<file path="src/rtl/pal_video_timing_if.sv">
// Raster timing bundle between the PAL timing generator and its downstream consumers.
// The consumer drives enable; the generator drives everything else.
interface pal_video_timing_if;
  logic       enable;
  logic [9:0] hPos;
  logic [9:0] vPos;
  logic       blank;
  logic       sync;
  logic       burst;
  logic       field;
  logic       lineStart;
  logic       fieldStart;

  modport master (
    input  enable,
    output hPos, vPos, blank, sync, burst, field, lineStart, fieldStart
  );

  modport slave (
    output enable,
    input  hPos, vPos, blank, sync, burst, field, lineStart, fieldStart
  );
endinterface

</file>
<file path="src/rtl/pal_video_timing.sv">
// PAL 625/50 interlaced raster timing generator at 13.5 MHz (BT.601 sampling).
// Counter state is decoded combinationally and registered, giving one cycle of output latency.
module pal_video_timing #(
  parameter logic [9:0] H_TOTAL        = 10'd864,
  parameter logic [9:0] H_ACTIVE       = 10'd720,
  parameter logic [9:0] H_ACTIVE_START = 10'd132,
  parameter logic [9:0] H_SYNC         = 10'd64,
  parameter logic [9:0] H_EQ           = 10'd32,
  parameter logic [9:0] H_BROAD        = 10'd368,
  parameter logic [9:0] H_BURST_START  = 10'd76,
  parameter logic [9:0] H_BURST_LEN    = 10'd30
) (
  input  logic                palClock,
  input  logic                reset,
  pal_video_timing_if.master  vt
);

  localparam logic [9:0] H_HALF      = H_TOTAL >> 1;
  localparam logic [9:0] H_BURST_END = H_BURST_START + H_BURST_LEN;
  localparam logic [9:0] LINES       = 10'd625;

  localparam logic [1:0] SYNC_N    = 2'd0;
  localparam logic [1:0] SYNC_E    = 2'd1;
  localparam logic [1:0] SYNC_B    = 2'd2;
  localparam logic [1:0] SYNC_NONE = 2'd3;

  // Sync type of each half-line as {first half, second half}.
  function automatic logic [3:0] line_type(input logic [9:0] ln);
    case (ln)
      10'd1, 10'd2, 10'd314, 10'd315:                          return {SYNC_B, SYNC_B};
      10'd3:                                                   return {SYNC_B, SYNC_E};
      10'd4, 10'd5, 10'd311, 10'd312, 10'd316, 10'd317,
      10'd624, 10'd625:                                        return {SYNC_E, SYNC_E};
      10'd313:                                                 return {SYNC_E, SYNC_B};
      10'd318:                                                 return {SYNC_E, SYNC_NONE};
      10'd623:                                                 return {SYNC_N, SYNC_E};
      default:                                                 return {SYNC_N, SYNC_NONE};
    endcase
  endfunction

  function automatic logic in_pulse(input logic [1:0] kind, input logic [9:0] off);
    case (kind)
      SYNC_N:  return off < H_SYNC;
      SYNC_E:  return off < H_EQ;
      SYNC_B:  return off < H_BROAD;
      default: return 1'b0;
    endcase
  endfunction

  logic [9:0] sample_p0;
  logic [9:0] line_p0;

  logic       second_half;
  logic [9:0] half_off;
  logic [3:0] lt;
  logic [1:0] kind;
  logic       active0;
  logic       active1;
  logic       burst_line;
  logic [9:0] hpos_d;
  logic [9:0] vpos_d;
  logic       blank_d;
  logic       sync_d;
  logic       burst_d;
  logic       field_d;
  logic       line_start_d;
  logic       field_start_d;

  // Stage p0 -> p1: decode the counter state
  always_comb begin
    second_half   = sample_p0 >= H_HALF;
    half_off      = second_half ? sample_p0 - H_HALF : sample_p0;
    lt            = line_type(line_p0);
    kind          = second_half ? lt[1:0] : lt[3:2];
    sync_d        = in_pulse(kind, half_off);

    hpos_d        = (sample_p0 < H_ACTIVE_START) ? sample_p0 + (H_TOTAL - H_ACTIVE_START)
                                                 : sample_p0 - H_ACTIVE_START;
    active0       = (line_p0 >= 10'd23)  && (line_p0 <= 10'd310);
    active1       = (line_p0 >= 10'd335) && (line_p0 <= 10'd622);

    // Interleave the two fields into frame order: field 0 even lines, field 1 odd lines.
    vpos_d        = '0;
    if (active0)
      vpos_d = (line_p0 - 10'd23) << 1;
    else if (active1)
      vpos_d = ((line_p0 - 10'd335) << 1) | 10'd1;

    blank_d       = !((active0 || active1) && (hpos_d < H_ACTIVE));
    burst_line    = ((line_p0 >= 10'd7)   && (line_p0 <= 10'd309)) ||
                    ((line_p0 >= 10'd320) && (line_p0 <= 10'd622));
    burst_d       = burst_line && (sample_p0 >= H_BURST_START) && (sample_p0 < H_BURST_END);
    field_d       = line_p0 >= 10'd313;
    line_start_d  = sample_p0 == '0;
    field_start_d = line_start_d && ((line_p0 == 10'd1) || (line_p0 == 10'd313));
  end

  // Stage p1: registered outputs and counter advance
  always_ff @(posedge palClock) begin
    if (reset || !vt.enable) begin
      sample_p0     <= '0;
      line_p0       <= 10'd1;
      vt.hPos       <= '0;
      vt.vPos       <= '0;
      vt.blank      <= 1'b1;
      vt.sync       <= 1'b0;
      vt.burst      <= 1'b0;
      vt.field      <= 1'b0;
      vt.lineStart  <= 1'b0;
      vt.fieldStart <= 1'b0;
    end else begin
      vt.hPos       <= hpos_d;
      vt.vPos       <= vpos_d;
      vt.blank      <= blank_d;
      vt.sync       <= sync_d;
      vt.burst      <= burst_d;
      vt.field      <= field_d;
      vt.lineStart  <= line_start_d;
      vt.fieldStart <= field_start_d;
      if (sample_p0 == H_TOTAL - 10'd1) begin
        sample_p0 <= '0;
        line_p0   <= (line_p0 == LINES) ? 10'd1 : line_p0 + 10'd1;
      end else begin
        sample_p0 <= sample_p0 + 10'd1;
      end
    end
  end

endmodule

</file>
<file path="src/flat_wrapper.sv">
// flat-port wrapper written by rule: the top's interface ports become plain ports
module pal_video_timing_flat 
#(
  parameter logic [9:0] H_TOTAL        = 10'd864,
  parameter logic [9:0] H_ACTIVE       = 10'd720,
  parameter logic [9:0] H_ACTIVE_START = 10'd132,
  parameter logic [9:0] H_SYNC         = 10'd64,
  parameter logic [9:0] H_EQ           = 10'd32,
  parameter logic [9:0] H_BROAD        = 10'd368,
  parameter logic [9:0] H_BURST_START  = 10'd76,
  parameter logic [9:0] H_BURST_LEN    = 10'd30
)
  (palClock, reset, vt_enable, vt_hPos, vt_vPos, vt_blank, vt_sync, vt_burst, vt_field, vt_lineStart, vt_fieldStart);
  pal_video_timing_if vt_i ();
  input  logic palClock;
  input  logic reset;
  input wire logic [$bits(vt_i.enable)-1:0] vt_enable;
  output wire logic [$bits(vt_i.hPos)-1:0] vt_hPos;
  output wire logic [$bits(vt_i.vPos)-1:0] vt_vPos;
  output wire logic [$bits(vt_i.blank)-1:0] vt_blank;
  output wire logic [$bits(vt_i.sync)-1:0] vt_sync;
  output wire logic [$bits(vt_i.burst)-1:0] vt_burst;
  output wire logic [$bits(vt_i.field)-1:0] vt_field;
  output wire logic [$bits(vt_i.lineStart)-1:0] vt_lineStart;
  output wire logic [$bits(vt_i.fieldStart)-1:0] vt_fieldStart;
  assign vt_i.enable = vt_enable;
  assign vt_hPos = vt_i.hPos;
  assign vt_vPos = vt_i.vPos;
  assign vt_blank = vt_i.blank;
  assign vt_sync = vt_i.sync;
  assign vt_burst = vt_i.burst;
  assign vt_field = vt_i.field;
  assign vt_lineStart = vt_i.lineStart;
  assign vt_fieldStart = vt_i.fieldStart;
  pal_video_timing #(.H_TOTAL(H_TOTAL), .H_ACTIVE(H_ACTIVE), .H_ACTIVE_START(H_ACTIVE_START), .H_SYNC(H_SYNC), .H_EQ(H_EQ), .H_BROAD(H_BROAD), .H_BURST_START(H_BURST_START), .H_BURST_LEN(H_BURST_LEN)) u_core (.palClock(palClock), .reset(reset), .vt(vt_i));
endmodule
</file>
<file path="config.mk">
export PLATFORM = sky130hd
export DESIGN_NAME = pal_video_timing_flat
export DESIGN_NICKNAME = d
export VERILOG_FILES = /design/src/rtl/pal_video_timing_if.sv /design/src/rtl/pal_video_timing.sv /design/src/flat_wrapper.sv
export SDC_FILE = /design/constraint.sdc
export NUM_CORES = 1
export LEC_CHECK = 0
export CAP_MARGIN = 20
export CORE_MARGIN = 4
export CORE_UTILIZATION = 59
export DETAILED_ROUTE_END_ITERATION = 7
export DONT_BUFFER_PORTS = 1
export PLACE_DENSITY = 0.75
export SLEW_MARGIN = 20
export SYNTH_ARGS = -nofsm -noshare
export SYNTH_HDL_FRONTEND = slang
export SYNTH_SLANG_ARGS = --single-unit
</file>
<file path="constraint.sdc">
create_clock -name palClock -period 6.18 [get_ports palClock]
set_input_delay 0.618 -clock palClock [delete_from_list [all_inputs] [get_ports palClock]]
set_output_delay 0.618 -clock palClock [all_outputs]
set_load 0.05 [all_outputs]
</file>
-- After elaboration in Yosys (flattened, before gate mapping)
Cells that the tools add are included.
- flip-flop bits (word level): 46
- input port bits: 3
- output and inout bits: 26
- logic and storage cells: 81
- add/sub/neg operators: 7
- order comparisons: 16
- equality and inequality tests: 19
- muxes and demuxes: 8
- reductions and logical operators: 20
- operator list (operator ; number):
    $eq A10 B9 Y1 const B ; 8
    $mux W10 ; 5
    $eq A10 B10 Y1 const B ; 4
    $ge A10 B9 Y1 const B ; 4
    $pmux W4 S6 ; 1
    $add A10 B1 Y10 const B ; 2
    $eq A10 B2 Y1 const B ; 2
    $eq A10 B3 Y1 const B ; 2
    $le A10 B9 Y1 const B ; 2
    $lt A10 B7 Y1 const B ; 2
    $add A10 B10 Y10 const B ; 1
    $eq A10 B1 Y1 const B ; 1
    $ge A10 B3 Y1 const B ; 1
    $ge A10 B5 Y1 const B ; 1
    $ge A10 B7 Y1 const B ; 1
    $le A10 B10 Y1 const B ; 1
    $logic_not A10 Y1 ; 1
    $lt A10 B10 Y1 const B ; 1
    $lt A10 B6 Y1 const B ; 1
    $lt A10 B8 Y1 const B ; 1
    $lt A10 B9 Y1 const B ; 1
    $sub A10 B8 Y10 const B ; 1
    $sub A10 B9 Y10 const B ; 1
    $sub A9 B5 Y9 const B ; 1
    12 further kinds ; 24

-- Depth between registers and ports, before layout
- depth in word-level cells: 6
- mapped depth: 10
- gate-level depth less buffers: 9

-- Least setup slack after synthesis
OpenSTA, ideal clock, no wires.
- path type: register -> register
- from: reg u_core.sample_p0[5]
- to: reg u_core.vt.blank
- library setup time: 0.114 ns
- arrival time: 2.105 ns
- data required time: 6.066 ns
- path slack: 3.961 ns
- stages on the path, launching flop included: 11
- period minus slack after synthesis: 2.219 ns
- cells stage by stage: dfxtp_1 -> clkbuf_1 -> inv_1 -> ha_1 -> nand2_1 -> or2_2 -> a21boi_1 -> mux2i_1 -> xor2_1 -> o21ai_0 -> a21o_1
- word-level cells in the longest chain between the ends: 5
- elaborated cells on any way between the ends: 7
- ends and longest elaborated chain (element ; RTL line ; RTL):
    start: declaration ; pal_video_timing.sv:50 ; logic [9:0] sample_p0;
    start signal: assignment ; pal_video_timing.sv:124 ; sample_p0 <= sample_p0 + 10'd1;
    $sub A10 B8 Y10 (tied with other cells) ; pal_video_timing.sv:78 ; : sample_p0 - H_ACTIVE_START;
    $mux W10 * ; pal_video_timing.sv:77 ; hpos_d = (sample_p0 < H_ACTIVE_START) ? sample_p0 + (H_TOTAL - H_ACTIVE_START)
    $lt A10 B10 Y1 * ; pal_video_timing.sv:89 ; blank_d = !((active0 || active1) && (hpos_d < H_ACTIVE));
    $logic_and A1 B1 Y1 * ; pal_video_timing.sv:89 ;
    $logic_not A1 Y1 * ; pal_video_timing.sv:89 ;
    end signal: assignment ; pal_video_timing.sv:114 ; vt.blank <= blank_d;
    end: declaration ; pal_video_timing_if.sv:16 ; output hPos, vPos, blank, sync, burst, field, lineStart, fieldStart
Every way passes the cells marked *; elsewhere a longest branch is shown, timed or not.
A chain may end at the register's enable or synchronous reset.

-- Worst setup path after layout
- from: reg u_core.sample_p0[5]
- to: reg u_core.vt.sync
- word-level cells in the longest chain between the ends: 4
- elaborated cells on any way between the ends: 11
- ends and longest elaborated chain (element ; RTL line ; RTL):
    $sub A10 B9 Y10 / $ge A10 B9 Y1 (equally long branches) ; pal_video_timing.sv:72, pal_video_timing.sv:71 ;
    $mux W10 / $mux W2 (equally long branches) ; pal_video_timing.sv:72, pal_video_timing.sv:74 ;
    $lt A10 B9 Y1 (tied with other cells) ; pal_video_timing.sv:45 ; SYNC_B: return off < H_BROAD;
    $pmux W1 S3 * ; pal_video_timing.sv:42 ; case (kind)
    end signal: assignment ; pal_video_timing.sv:115 ; vt.sync <= sync_d;
    end: declaration ; pal_video_timing_if.sv:16 ;
Marks and branches as above.

==> flow_summary.yaml <==
status:
  status: "finished clean"
setup_path:
  cp.buffers_inverters: 0
  worstSetupPathType: "reg -> reg"
  arrival_ns: 2.79
  path_common_cell: "nor2_2"
  crit_path_end_kind: "register"
  cp_slowest_cell: "dfxtp_1"
  cp_top_family: "simple AND/OR/NAND/NOR gates"
  crit_path_start_kind: "register"
  critPathRequiredTime_ns: 6.42
  cp_slowest_stage_delay_ns: 0.61
  cp_max_fo: 12
  path_cells: "ha_1 -> nor2_1 -> nor2_2 -> nor2_2 -> mux2_4 -> or4_1 -> a22oi_1 -> o2111a_1"
global_routing:
  grt-ovfl-total: 0
  grt_max_degree: 26
  track_usage: 0.231
  grt_pass1_wl_um: 11300
  grt_use_met1: 0.360
  met2_usage: 0.307
  met3_usage: 0.0510
  antenna_found_initial: 0
  busiest_layer: "met1"
  grt_pass1_vias: 2305
route:
  vias_per_cell: 6.11
  drt_pre_antenna_iters: 5
  drt_iter0_drc: 226
  routedWlPerCell_um: 16.0
  routed_wl_um: 6540
  detail-route-antenna-nets: 0
  route.vias.total: 2499
  drc_errors: 0
synthesis:
  synth_warnings: 0
  netlist-cell-type-count: 65
  yosysSeqAreaShare: 0.322
  synthFlopType: "dfxtp_1"
  syn_area_per_cell_um2: 7.77
  synthesis.nets: 386
  synth_async_sr_flop_share: 0
  synth_area_um2: 2860
  synth-seq-cells: 46
  netlist_instances: 368
  synth_edf_count: 0
place:
  portBuffers: 0
  hpwl_um: 4690
  place_congestion: 0.946
  place_inst: 401
  dp_slack_ns: 3.69
  place_area_um2: 2830
timing:
  rsz0062_at_grt: "no"
  fmax_mhz: 392
  setup_tns_ns: 0
  fin_crit_sh: 0.412
  setup_viol: 0
  hold_ws_ns: 0.485
  max-slew-margin-rel: 0.461
  hold_viol_final: 0
  fin_skew_ns: 0.0104
  setup_slack_ns: 3.63
  worst_pin_slew_ns: 0.807
  finalMaxSlewViolations: 0
  post-route-min-period_ns: 2.55
finish:
  stdcell_area_um2: 2940
  nets: 372
  final_util: 0.626
  drive_gt1_frac: 0.0592
  antenna_cells: 0
  final_common_cell: "nor2_1"
  syn2layout_area_growth_pct: 2.80
  mostFrequentLayoutCells: "61 x nor2_1, 46 x dfxtp_1, 35 x nand2_1"
  fin_cells: 409
floorplan:
  ios: 29
  placementRows: 25
  core_um2: 4690
  die_w_um: 77.6
  die_height_um: 77.6
  die-area_um2: 6020
  start_util: 0.609
clocking:
  cts.path.max_buffers: 2
  ctsResizeCount: 0
  path_clk_slew_ns: 0.09
  cts_setup_buffers: 0
  htree_levels: 2
  clock_latency_ns: 0.30
  root_buffer: "clkbuf_8"
  clock_sinks: 46
  cts_buffers: 5
  hold_buffers: 0
  cts_tree: "done"
hold_path:
  hold_class: "reg -> reg"
pwr:
  p_per_area_nw_per_um2: 186
  leakage_nw: 1.22
  ir_worst_vdd_mv: 0.101
  finalPower_mw: 0.547
job:
  max_cap_viol_count: 0
==> final cells by class <==
class	count	area, um2
clock buffer	6	72.6
clock inverter	2	37.5
fill	436	1750
inverter	17	63.8
multi-input combinational	284	1780
sequential	46	921
tap	54	67.6
==> kinds of logic after synthesis <==
group,synth area share
xor+xnor,0.0674
compound gates,0.198
simple gates,0.274
buf+inv,0.0565
flops,0.322
fa+ha+maj,0.0657
mux,0.0162
==> per-layer routing <==
metal / wire length, um / part of all wire
met4: 91 / 0.014
met1: 3280 / 0.50
met5: 0 / 0
met2: 2640 / 0.40
met3: 531 / 0.081
==> worst paths after layout <==
check                                 start                        endpoint  slack (ns)  cells past startpoint
max          u_core.sample_p0[5]$_SDFF_PP0_       u_core.vt.sync$_SDFF_PP0_        3.63                      8
min          u_core.sample_p0[0]$_SDFF_PP0_  u_core.sample_p0[0]$_SDFF_PP0_        0.49                      1
min reg2reg  u_core.sample_p0[0]$_SDFF_PP0_  u_core.sample_p0[0]$_SDFF_PP0_        0.49                      1
max reg2reg  u_core.sample_p0[5]$_SDFF_PP0_       u_core.vt.sync$_SDFF_PP0_        3.63                      8
==> synthesized netlist by cell type, types with 2 or more instances <==
cell type	number	area (um2)
o22ai_1	2	12.5
or4_1	3	22.5
a21o_1	6	45.0
nand4_1	7	43.8
inv_1	15	56.3
a21oi_1	23	115
ha_1	15	188
buf_1	2	7.51
a2111oi_0	2	17.5
and3_1	4	25.0
nor3b_1	4	30.0
o21bai_1	3	22.5
nor2_1	61	229
nand2b_1	4	25.0
dfxtp_1	46	921
a22o_1	4	35.0
clkbuf_1	9	33.8
nor3_1	8	40.0
xor2_1	10	87.6
o211ai_1	2	15.0
nor2_2	2	12.5
and2_1	3	18.8
or3_1	3	18.8
xnor2_1	12	105
mux2i_1	2	20.0
inv_2	2	7.51
a221oi_1	4	35.0
buf_2	9	45.0
nand2_1	35	131
o21ai_0	11	55.1
nor2b_1	6	37.5
nand3_1	9	45.0
o31ai_1	5	37.5
o21ai_1	4	20.0
==> report_power, final <==
group          internal (mW)  switching (mW)  total, mW
Sequential             0.300          0.0142      0.314
Combinational        0.00305         0.00730     0.0104
Clock                  0.121           0.102      0.222
==> flip-flops by register name (all words and copies together), names as in the netlist <==
name / cells
u_core.sample_p0: 10
u_core.vt.vPos: 10
u_core.vt.field: 1
u_core.vt.fieldStart: 1
u_core.vt.burst: 1
u_core.line_p0: 10
u_core.vt.hPos: 10
u_core.vt.sync: 1
u_core.vt.lineStart: 1
u_core.vt.blank: 1
Power figures use the tool's default switching activity.
